$ cat src/rtl/mpmc11_pkg.sv
// mpmc11_pkg: shared types and default sizes for the mpmc11 read-strip path.
//   mpmc11_state_t      : encoding of the mpmc11 controller state machine
//   DEF_STRIP_W         : default width of one memory strip (bits)
//   DEF_MAX_STRIPS      : default number of strips held in the response buffer
//   DEF_TO_LIMIT        : default cycles in one non-IDLE state before time-out
package mpmc11_pkg;

  typedef enum logic [2:0] {
    IDLE        = 3'd0,
    PRESET1     = 3'd1,
    READ_DATA0  = 3'd2,
    READ_DATA1  = 3'd3,
    READ_DATA2  = 3'd4,
    WRITE_DATA0 = 3'd5,
    WRITE_DATA1 = 3'd6,
    DONE        = 3'd7
  } mpmc11_state_t;

  localparam int DEF_STRIP_W    = 128;
  localparam int DEF_MAX_STRIPS = 4;
  localparam int DEF_TO_LIMIT   = 2000;

endpackage

$ cat src/rtl/mpmc11_state_timeout.sv
// mpmc11_state_timeout: flags a state machine that has sat in one non-IDLE
// state for TO_LIMIT cycles.
//   clk, rst : clock, synchronous active-high reset
//   state    : current mpmc11 state
//   to       : registered time-out, high while the dwell count is at TO_LIMIT
module mpmc11_state_timeout
  import mpmc11_pkg::*;
#(
  parameter int TO_LIMIT = DEF_TO_LIMIT
) (
  input  logic          clk,
  input  logic          rst,
  input  mpmc11_state_t state,
  output logic          to
);

  localparam int                CNT_W = $clog2(TO_LIMIT + 1);
  localparam logic [CNT_W-1:0]  LIMIT = CNT_W'(TO_LIMIT);

  logic [CNT_W-1:0] cnt;
  logic [CNT_W-1:0] cnt_next;
  mpmc11_state_t    prev_state;

  // A state change restarts the dwell count; clear wins over increment.
  always_comb begin
    cnt_next = cnt;
    if (state == IDLE || state != prev_state) begin
      cnt_next = '0;
    end else if (cnt != LIMIT) begin
      cnt_next = cnt + CNT_W'(1);
    end
  end

  always_ff @(posedge clk) begin
    if (rst) begin
      cnt        <= '0;
      prev_state <= IDLE;
      to         <= 1'b0;
    end else begin
      cnt        <= cnt_next;
      prev_state <= state;
      to         <= (cnt_next == LIMIT);
    end
  end

endmodule

$ cat src/rtl/mpmc11_strip_collector.sv
// mpmc11_strip_collector: counts strips issued to and returned from memory,
// generates the per-strip app address and assembles read beats into one
// wide response word.
//   clk, rst        : clock, synchronous active-high reset
//   state           : current mpmc11 state
//   rdy             : memory app_rdy
//   rd_data_valid   : read beat valid
//   rd_data         : read beat data (one strip)
//   num_strips      : strips in the current request (1..63)
//   base_adr        : byte address of the first strip
//   req_strip_cnt   : strips issued so far (registered)
//   resp_strip_cnt  : strips received including this cycle's beat
//   app_adr         : address of the next strip to issue
//   resp_data       : assembled response, strip 0 in the LSBs
//   resp_v          : one-cycle pulse when the response is complete
//   to              : state time-out
//   err_ovf         : sticky, more than MAX_STRIPS beats received
//   err_stray       : sticky, beat received in IDLE
module mpmc11_strip_collector
  import mpmc11_pkg::*;
#(
  parameter int STRIP_W    = DEF_STRIP_W,
  parameter int MAX_STRIPS = DEF_MAX_STRIPS,
  parameter int TO_LIMIT   = DEF_TO_LIMIT
) (
  input  logic                          clk,
  input  logic                          rst,
  input  mpmc11_state_t                 state,
  input  logic                          rdy,
  input  logic                          rd_data_valid,
  input  logic [STRIP_W-1:0]            rd_data,
  input  logic [5:0]                    num_strips,
  input  logic [31:0]                   base_adr,
  output logic [5:0]                    req_strip_cnt,
  output logic [5:0]                    resp_strip_cnt,
  output logic [31:0]                   app_adr,
  output logic [STRIP_W*MAX_STRIPS-1:0] resp_data,
  output logic                          resp_v,
  output logic                          to,
  output logic                          err_ovf,
  output logic                          err_stray
);

  localparam logic [31:0] STRIP_BYTES = 32'(STRIP_W / 8);

  logic [5:0] req_cnt;
  logic [5:0] resp_cnt;
  logic       done;
  logic       clr_req;
  logic       in_read;
  logic       beat;
  logic       fire;

  assign clr_req = (state == IDLE) || (state == PRESET1);
  assign in_read = (state == READ_DATA0) || (state == READ_DATA1) ||
                   (state == READ_DATA2);
  assign beat    = rd_data_valid && in_read;

  assign req_strip_cnt = req_cnt;
  assign app_adr       = base_adr + ({26'd0, req_cnt} * STRIP_BYTES);

  // Lookahead so the controller leaves READ_DATA2 on the last beat itself.
  assign resp_strip_cnt = (resp_cnt == 6'd63) ? 6'd63 : resp_cnt + {5'd0, beat};

  // done blocks a second pulse if further beats keep matching num_strips.
  assign fire = beat && (resp_strip_cnt == num_strips) && !done;

  always_ff @(posedge clk) begin
    if (rst) begin
      req_cnt   <= '0;
      resp_cnt  <= '0;
      done      <= 1'b0;
      resp_v    <= 1'b0;
      err_ovf   <= 1'b0;
      err_stray <= 1'b0;
    end else begin
      if (clr_req) begin
        req_cnt <= '0;
      end else if (state == READ_DATA0 && rdy && req_cnt != 6'd63) begin
        req_cnt <= req_cnt + 6'd1;
      end

      if (clr_req) begin
        resp_cnt <= '0;
        done     <= 1'b0;
      end else begin
        if (beat && resp_cnt != 6'd63) resp_cnt <= resp_cnt + 6'd1;
        if (fire) done <= 1'b1;
      end

      resp_v <= fire;
      if (beat && int'(resp_cnt) >= MAX_STRIPS) err_ovf <= 1'b1;
      if (rd_data_valid && state == IDLE) err_stray <= 1'b1;
    end
  end

  // Beats beyond the buffer are dropped; stored strips persist across IDLE.
  always_ff @(posedge clk) begin
    if (rst) begin
      resp_data <= '0;
    end else begin
      for (int i = 0; i < MAX_STRIPS; i++) begin
        if (beat && int'(resp_cnt) == i) resp_data[i*STRIP_W +: STRIP_W] <= rd_data;
      end
    end
  end

  mpmc11_state_timeout #(
    .TO_LIMIT (TO_LIMIT)
  ) u_timeout (
    .clk   (clk),
    .rst   (rst),
    .state (state),
    .to    (to)
  );

endmodule

$ cat config.mk
export PLATFORM = sky130hd
export DESIGN_NAME = mpmc11_strip_collector
export DESIGN_NICKNAME = d
export VERILOG_FILES = /design/src/rtl/mpmc11_pkg.sv /design/src/rtl/mpmc11_state_timeout.sv /design/src/rtl/mpmc11_strip_collector.sv
export SDC_FILE = /design/constraint.sdc
export NUM_CORES = 1
export LEC_CHECK = 0
export CORE_AREA = 4 4 282 284
export DETAILED_ROUTE_END_ITERATION = 10
export DIE_AREA = 0 0 286 288
export PLACE_DENSITY = 0.63
export SETUP_SLACK_MARGIN = 0.2
export SLEW_MARGIN = 20
export SYNTH_ARGS = -nofsm -noshare
export SYNTH_HDL_FRONTEND = slang
export SYNTH_SLANG_ARGS = --single-unit
$ cat constraint.sdc
create_clock -name clk -period 4 [get_ports clk]
set_clock_uncertainty 0.15 [all_clocks]
set_input_delay 0.4 -clock clk [delete_from_list [all_inputs] [get_ports clk]]
set_output_delay 0.4 -clock clk [all_outputs]
set_load 0.005 [all_outputs]
### Word level (Yosys, flattened, before mapping)

Cells that the tools add are included.
Widths: inputs -> output; s select.

* word-level logic and storage cells: 56
* input port bits: 173
* output and inout bits: 560
* bits in registers: 543

* equality and inequality tests: 14
* reduce and logical (&&, ||, !) cells: 20
* order comparisons: 1
* $add $sub $neg: 5
* mux-type cells: 3

Operator list (number)
* $add 32x10->32: 1
* $mux 11: 2
* $add 6x1->6 const B: 2
* $eq 6x3->1 const B: 2
* $logic_and 1x1->1: 12
* $ne 6x6->1 const B: 2
* $add 11x1->11 const B: 1
* $eq 11x11->1 const B: 1
* $ne 11x11->1 const B: 1
* $add 6x1->6: 1
* $eq 3x2->1 const B: 2
* $eq 6x2->1 const B: 1
* $eq 6x6->1: 1
* $eq 6x6->1 const B: 1
* $ge 6x3->1 const B: 1
* $logic_not 6->1: 1
* $mux 6: 1
* $logic_or 1x1->1: 4
* $eq 3x1->1 const B: 1
* $eq 3x3->1 const B: 1
* $logic_not 3->1: 1
* $ne 3x3->1: 1
* $reduce_or 2->1: 1
* $logic_not 1->1: 1

### Longest topological paths before layout

Gate-level depths: netlist of the first run.

* depth in word-level cells: 9
* gate-level depth with buffers: 10
* mapped depth without buffers: 10

### Cells and area by module

A second synthesis of the first run with hierarchy kept.

* cell total of the unflattened synthesis: 2546
* area total of the unflattened synthesis: 20936.3 µm²

Modules (own cells, without submodules)
* mpmc11_strip_collector: times used 1, area an instance 20163.1 µm², cells each 2460, sequential area each 10570.1 µm²
* mpmc11_state_timeout: times used 1, area an instance 773.2 µm², cells each 86, sequential area each 300.3 µm²

### Worst setup path after synthesis of the first run

No wires, ideal clock.

* path type: flip-flop to output port
* start: register req_cnt[0] (netlist: req_strip_cnt[0])
* end: output app_adr[22]
* data required time: 3.450 ns
* data arrival time: 2.193 ns
* stages on the path, launching flop included: 10
* path buffers: 0
* path slack: 1.257 ns
* cells stage by stage: dfxtp_1 -> ha_1 -> inv_1 -> fa_1 -> nor2b_1 -> o21ai_0 -> a21boi_0 -> o31ai_2 -> or3_1 -> xnor2_1

* cells in the longest elaborated chain, start to end: 1

Ends and longest elaborated chain
* from (decl): line mpmc11_strip_collector.sv:46 `logic [5:0] req_cnt;`
* from (signal assigned): line mpmc11_strip_collector.sv:80 `req_cnt <= req_cnt + 6'd1;`
* $add 32x10->32: line mpmc11_strip_collector.sv:60 `assign app_adr = base_adr + ({26'd0, req_cnt} * STRIP_BYTES);`
* to (decl): line mpmc11_strip_collector.sv:36 `output logic [31:0] app_adr,`

Every way passes these cells.

### Worst setup path after layout of the first run

* start: register req_cnt[0] (netlist: req_strip_cnt[0])
* end: output app_adr[20]

The elaborated chain is that of the path after synthesis.

==> impl_metrics.ini, run 1 <==
[finish]
fin_area_um2 = 30400
fillers = 7972
nets = 3387
drive_above_1_share_pct = 5.36
multi_input_area_um2 = 8240
final_cell_mix = nand2_1 (1047), clkdlybuf4s50_1 (716), dfxtp_1 (541)
final_common_cell = nand2_1
regArea_um2 = 10900
area_growth_pct = 50.4

[setup_path]
critPathMaxFanout = 6
cp.required_ps = 3450
worst-path-buf-inv = 3
timing.critical_path.to_type = primary output
arrival_ps = 3130
cp_slowest_stage_delay_ps = 530
path_class = register to primary output
cpMaxStageDelayCell = clkdlybuf4s50_1
crit_family = buffers and inverters
cp_cell_sequence = ha_1 > inv_1 > fa_2 > nor2b_2 > o21ai_2 > a21boi_2 > o31ai_4 > buf_4 > nor2_1 > xor2_1 > clkdlybuf4s50_1
startpoint_type = register

[timing]
finalCritPeriodShare_pct = 92.1
hold_violations = 0
totalNegativeSetupSlack_ps = 0
rsz0062_at_grt = yes
period_minus_slack_ps = 3680
setup_viol = 0
slew_viol_final = 0
worst_slew_pin_slew_ps = 1180
max_freq_mhz = 271
relSlewSlack_pct = 21.0
setup_slack_ps = 315
hold-worst-slack_ps = 66.3

[floorplanning]
rows = 102
core_area_um2 = 77100
die_w_um = 286
initial_core_util_pct = 26.2
fp.dieH_um = 288
dieArea_um2 = 82400
io_pins = 733

[synth]
seq_area_frac_synth_pct = 53.8
synth_top_area_cell = dfxtp_1
syn_inst = 2544
ys_ff_latch = 543
syn-cell-area_um2 = 20200
synth_ff_type = dfxtp_1
syn_nets = 2733
synth_edf_count = 0
synthTopCellsByArea = dfxtp_1 (54%), nand2_1 (20%), a21oi_1 (13%), buf_6 (2.8%), clkbuf_1 (2.0%)
synth.top_cell.area_share_pct = 53.8
syn_area_per_cell_um2 = 7.94
synth.distinct_cells = 51
ys_async_sr_fraction_pct = 0
yosysWarnings = 0

[global_route]
grt_max_degree = 215
track_usage_pct = 18.5
antenna_found_initial = 3
grt_pass1_wl_um = 118000
overflow = 0
first_global_vias = 18446

[detailed_routing]
dr.first_iter.drc_count = 1072
wl_per_cell_um = 19.0
routed_wl_um = 81500
vias_per_cell = 4.55
drt_pass1_iterations = 5
route.vias.total = 19508
ant_nets = 0
drc = 0

[clocking]
cts_buffers = 60
htreeDepth = 2
cts_tree = yes
cts_hold_buf = 0
root_buffer = clkbuf_16
clockBufferDepth = 3
clock_latency_ps = 610
cts.sink_count = 543
clkTransAtPathRegs_ps = 60

[placement]
port_buffers = 724
dp_hpwl_um = 56100
pre_cts_slack_ps = 71.7
place_congestion = 0.864
dpl_cell_area_um2 = 28200

[power_and_ir_drop]
peakVddDrop_mv = 0.291
power_density_nw_per_um2 = 399
leakage_nw = 10.2

[outcome]
status = completed

[run]
maxCapViolCount = 0

[min_path]
min_path_type = input port to register
where the power goes:
part           switching (mW)  internal (mW)  total, mW
clock network            2.33           3.38       5.70
registers              0.0446           5.49       5.54
logic                   0.472          0.404      0.877
worst paths after layout:
path	end	cells after the start	from	slack, ps
setup / recovery	app_adr[20]	11	req_strip_cnt[0]	320
hold reg to reg	resp_data[256]	2	resp_data[256]	300
setup reg to reg	resp_data[469]	6	resp_cnt[2]	1280
hold / removal	resp_data[150]	2	rst	70
logic make-up after synthesis:
group	Yosys count	share of synthesized area, %
mux	3	0.161
fa+ha+maj	16	1.03
flops	543	53.8
simple gates	1182	23.0
xor+xnor	53	2.37
compound gates	545	13.7
buf+inv	202	5.87
synthesized netlist by cell type, types with 4 or more instances:
master and count:
and2_1 5, nor2_1 51, xnor2_1 23, nand3_1 13
a21oi_1 521, ha_1 15, buf_2 11, buf_6 50
nand4_1 12, or3_1 4, buf_4 10, nand2_1 1051
nor2b_1 4, clkbuf_1 107, dfxtp_1 543, nor3_1 9
nor3b_1 4, o21ai_0 8, nand3b_1 5, and3_1 8
xor2_1 29, inv_1 21
worst reg2reg max path: stages, from the launching register on:
cell     delay [ps]
dfxtp_1         430
or4_4           590
nor2_4          300
and2_4          600
buf_4           350
nand2_1          70
a21oi_1         140
routing by layer:
layer,track usage [%],vias up,wire length (um)
li1,-,9516,-
met1,21.8,9139,32600
met2,31.3,693,38500
met3,5.24,160,6400
met4,8.56,0,3960
met5,0,-,0
repair_timing:
item | CTS | global route
pin swaps | 2 | 4
setup endpoints to repair | 19 | 16
buffers inserted | 3 | 1
gates resized for setup | 13 | 14
through the flow:
stage,util [%],total power [mW],cells
after CTS,39.4,12.3,4284
after detailed placement,36.6,6.54,4172
after global placement,36.6,6.53,4172
final,39.4,12.1,4287
after global routing,39.4,12.6,4287
after floorplan,-,5.95,2544
state kept, by name (all words and copies together) (netlist names):
| signal | cells |
|---|---|
| u_timeout.to | 1 |
| err_ovf | 1 |
| u_timeout.prev_state | 3 |
| resp_v | 1 |
| req_strip_cnt | 6 |
| u_timeout.cnt | 11 |
| err_stray | 1 |
| resp_cnt | 6 |
| resp_data | 512 |
| done | 1 |
area by class of cell:
class,instances,area share [%]
antenna,2,0.0165
sequential,543,35.8
clock inverter,19,0.799
clock buffer,90,5.94
multi-input combinational,1799,27.1
inverter,22,0.272
tap,1040,4.28
timing repair buffer,772,25.8
(Power assumes the default switching activity.)
==> run 2, diff against run 1 <==
--- a/config.mk
+++ b/config.mk
@@ -5,9 +5,10 @@
 export SDC_FILE = /design/constraint.sdc
 export NUM_CORES = 1
 export LEC_CHECK = 0
-export CORE_AREA = 4 4 282 284
+export CORE_AREA = 4 4 281 283
 export DETAILED_ROUTE_END_ITERATION = 10
-export DIE_AREA = 0 0 286 288
+export DIE_AREA = 0 0 285 287
+export GPL_ROUTABILITY_DRIVEN = 0
 export PLACE_DENSITY = 0.63
 export SETUP_SLACK_MARGIN = 0.2
 export SLEW_MARGIN = 20
==> constraint.sdc (replaced) <==
create_clock -name clk -period 4 [get_ports clk]
set_clock_uncertainty 0.15 [all_clocks]
set_input_delay 0.6 -clock clk [delete_from_list [all_inputs] [get_ports clk]]
set_output_delay 0.6 -clock clk [all_outputs]
set_load 0.005 [all_outputs]
==> run 2 against run 1 <==
Routed wire length about the same; setup slack got worse by 83 ps; sequential cell count unchanged; non-clock buffer count increased by 1; maximum frequency decreased by 2.2%; highest routed layer unchanged.
==> impl_metrics.ini, run 2 (synthesized netlist as in run 1, its figures left out) <==
[timing]
relSlewSlack_pct = 22.9
finalCritPeriodShare_pct = 94.2
setup_viol = 0
rsz0062_at_grt = yes
hold_violations = 0
totalNegativeSetupSlack_ps = 0
max_freq_mhz = 265
period_minus_slack_ps = 3770
hold-worst-slack_ps = 152
worst_slew_pin_slew_ps = 1160
setup_slack_ps = 232
slew_viol_final = 0

[setup_path]
rrSetupSlack_ps = 1290
r2r_end = resp_data[75]
cpMaxStageDelayCell = clkdlybuf4s50_1
path_class = input port to primary output
crit_path_frequent_cell = buf_4
cp.required_ps = 3250
cp_slowest_stage_delay_ps = 530
rr_startpoint = resp_cnt[2]
arrival_ps = 3020
critPathMaxFanout = 6
timing.critical_path.to_type = primary output
worstSetupEndpoint = app_adr[23]
startpoint_type = input port
crit_start = base_adr[5]
cp_cell_sequence = clkdlybuf4s50_1 > buf_4 > ha_1 > a21o_1 > a21oi_2 > o21ai_1 > buf_4 > nand3b_1 > buf_4 > nor2_2 > xor2_1 > clkdlybuf4s50_1
ff2ff_path_depth = 7

[floorplanning]
io_pins = 733
core_area_um2 = 76700
dieArea_um2 = 81800
fp.dieH_um = 287
initial_core_util_pct = 26.3
rows = 102
die_w_um = 285

[finish]
drive_above_1_share_pct = 5.58
regMostFlops = resp_data
final_cells = 4286
area_growth_pct = 50.0
reg_top3 = resp_data: 512 flops, u_timeout.cnt: 11 flops
fin_area_um2 = 30300
nets = 3387
largest_reg_flops = 512
utilization_pct = 39.5
fillers = 7832
final_common_cell = nand2_1
final_cell_mix = nand2_1 (1046), clkdlybuf4s50_1 (702), dfxtp_1 (542)

[clocking]
cts.sink_count = 543
clockBufferDepth = 3
clkTransAtPathRegs_ps = 60
htreeDepth = 2
clock_latency_ps = 620
root_buffer = clkbuf_16
cts_tree = yes
cts_buffers = 59

[global_route]
antenna_found_initial = 2
grt_pass1_wl_um = 119000
overflow = 0
track_usage_pct = 18.7
first_global_vias = 18414
grt_max_degree = 194

[min_path]
hold_start = rst
min_path_type = input port to register

[detailed_routing]
ant_nets = 0
vias_per_cell = 4.57
drc = 0
route.vias.total = 19599
routed_wl_um = 81500
dr.first_iter.drc_count = 1194
wl_per_cell_um = 19.0
drt_pass1_iterations = 5

[run]
maxCapViolCount = 0

[placement]
pre_cts_slack_ps = -200
port_buffers = 724
dp_hpwl_um = 57000
dpl.cell_count = 4172
dpl_cell_area_um2 = 28200

[outcome]
status = completed

[power_and_ir_drop]
total_power_mw = 12.0
power_density_nw_per_um2 = 397
leakage_nw = 10.2
peakVddDrop_mv = 0.291
## run 2: changes by cell type in the layout (fill, tap and decap cells not counted), sizes merged
| cell | previous run | this run |
|---|---|---|
| clkdlybuf4s50 | 716 | 702 |
| dlygate4sd2 | 1 | 11 |
| buf | 49 | 50 |
| clkbuf | 90 | 91 |
| clkinv | 11 | 12 |
| clkinvlp | 0 | 1 |
| inv | 26 | 25 |
## run 2: how the worst min path moves through the flow
stage | end | cells past startpoint
final | resp_data[296] | 2
after detailed placement | done | 2
after global routing | resp_data[296] | 2
after floorplan | done | 2
after CTS | resp_data[296] | 2
after global placement | resp_data[19] | 2
## run 2: per-layer routing
metal  vias to the layer above  track usage (%)  share of wire, %
li1                       9524                -                 -
met1                      9210             21.9                39
met2                       716             32.2                48
met3                       149             5.28               8.1
met4                         0             7.96               4.7
met5                         -                0                 0
## run 2: layout make-up
class	count	area, um^2	area share, %
tap	1040	1300	4.29
timing repair buffer	773	7780	25.7
multi-input combinational	1799	8260	27.2
sequential	543	10900	35.9
antenna	2	5.00	0.0165
clock buffer	87	1750	5.78
inverter	22	82.6	0.273
clock inverter	20	259	0.855
## run 2: where the power goes
part,total (mW),switching (mW),internal [mW]
clock,5.60,2.31,3.30
combinational,0.885,0.478,0.407
sequential,5.54,0.0449,5.49
total,12.0,2.83,9.20
## run 2: worst max-delay path, delay by kind of cell
kind | cells | cell delay, ps
buf+inv | 5 | 1440
compound gates | 3 | 440
fa+ha+maj | 1 | 280
xor+xnor | 1 | 140
simple gates | 2 | 130
## run 2: timing repair
| item | CTS | global route |
|---|---|---|
| hold buffers | 0 | 0 |
| pin swaps | 3 | 3 |
| endpoints found under the setup margin | 18 | 18 |
| gates resized for setup | 27 | 24 |
| buffers inserted | 4 | 1 |
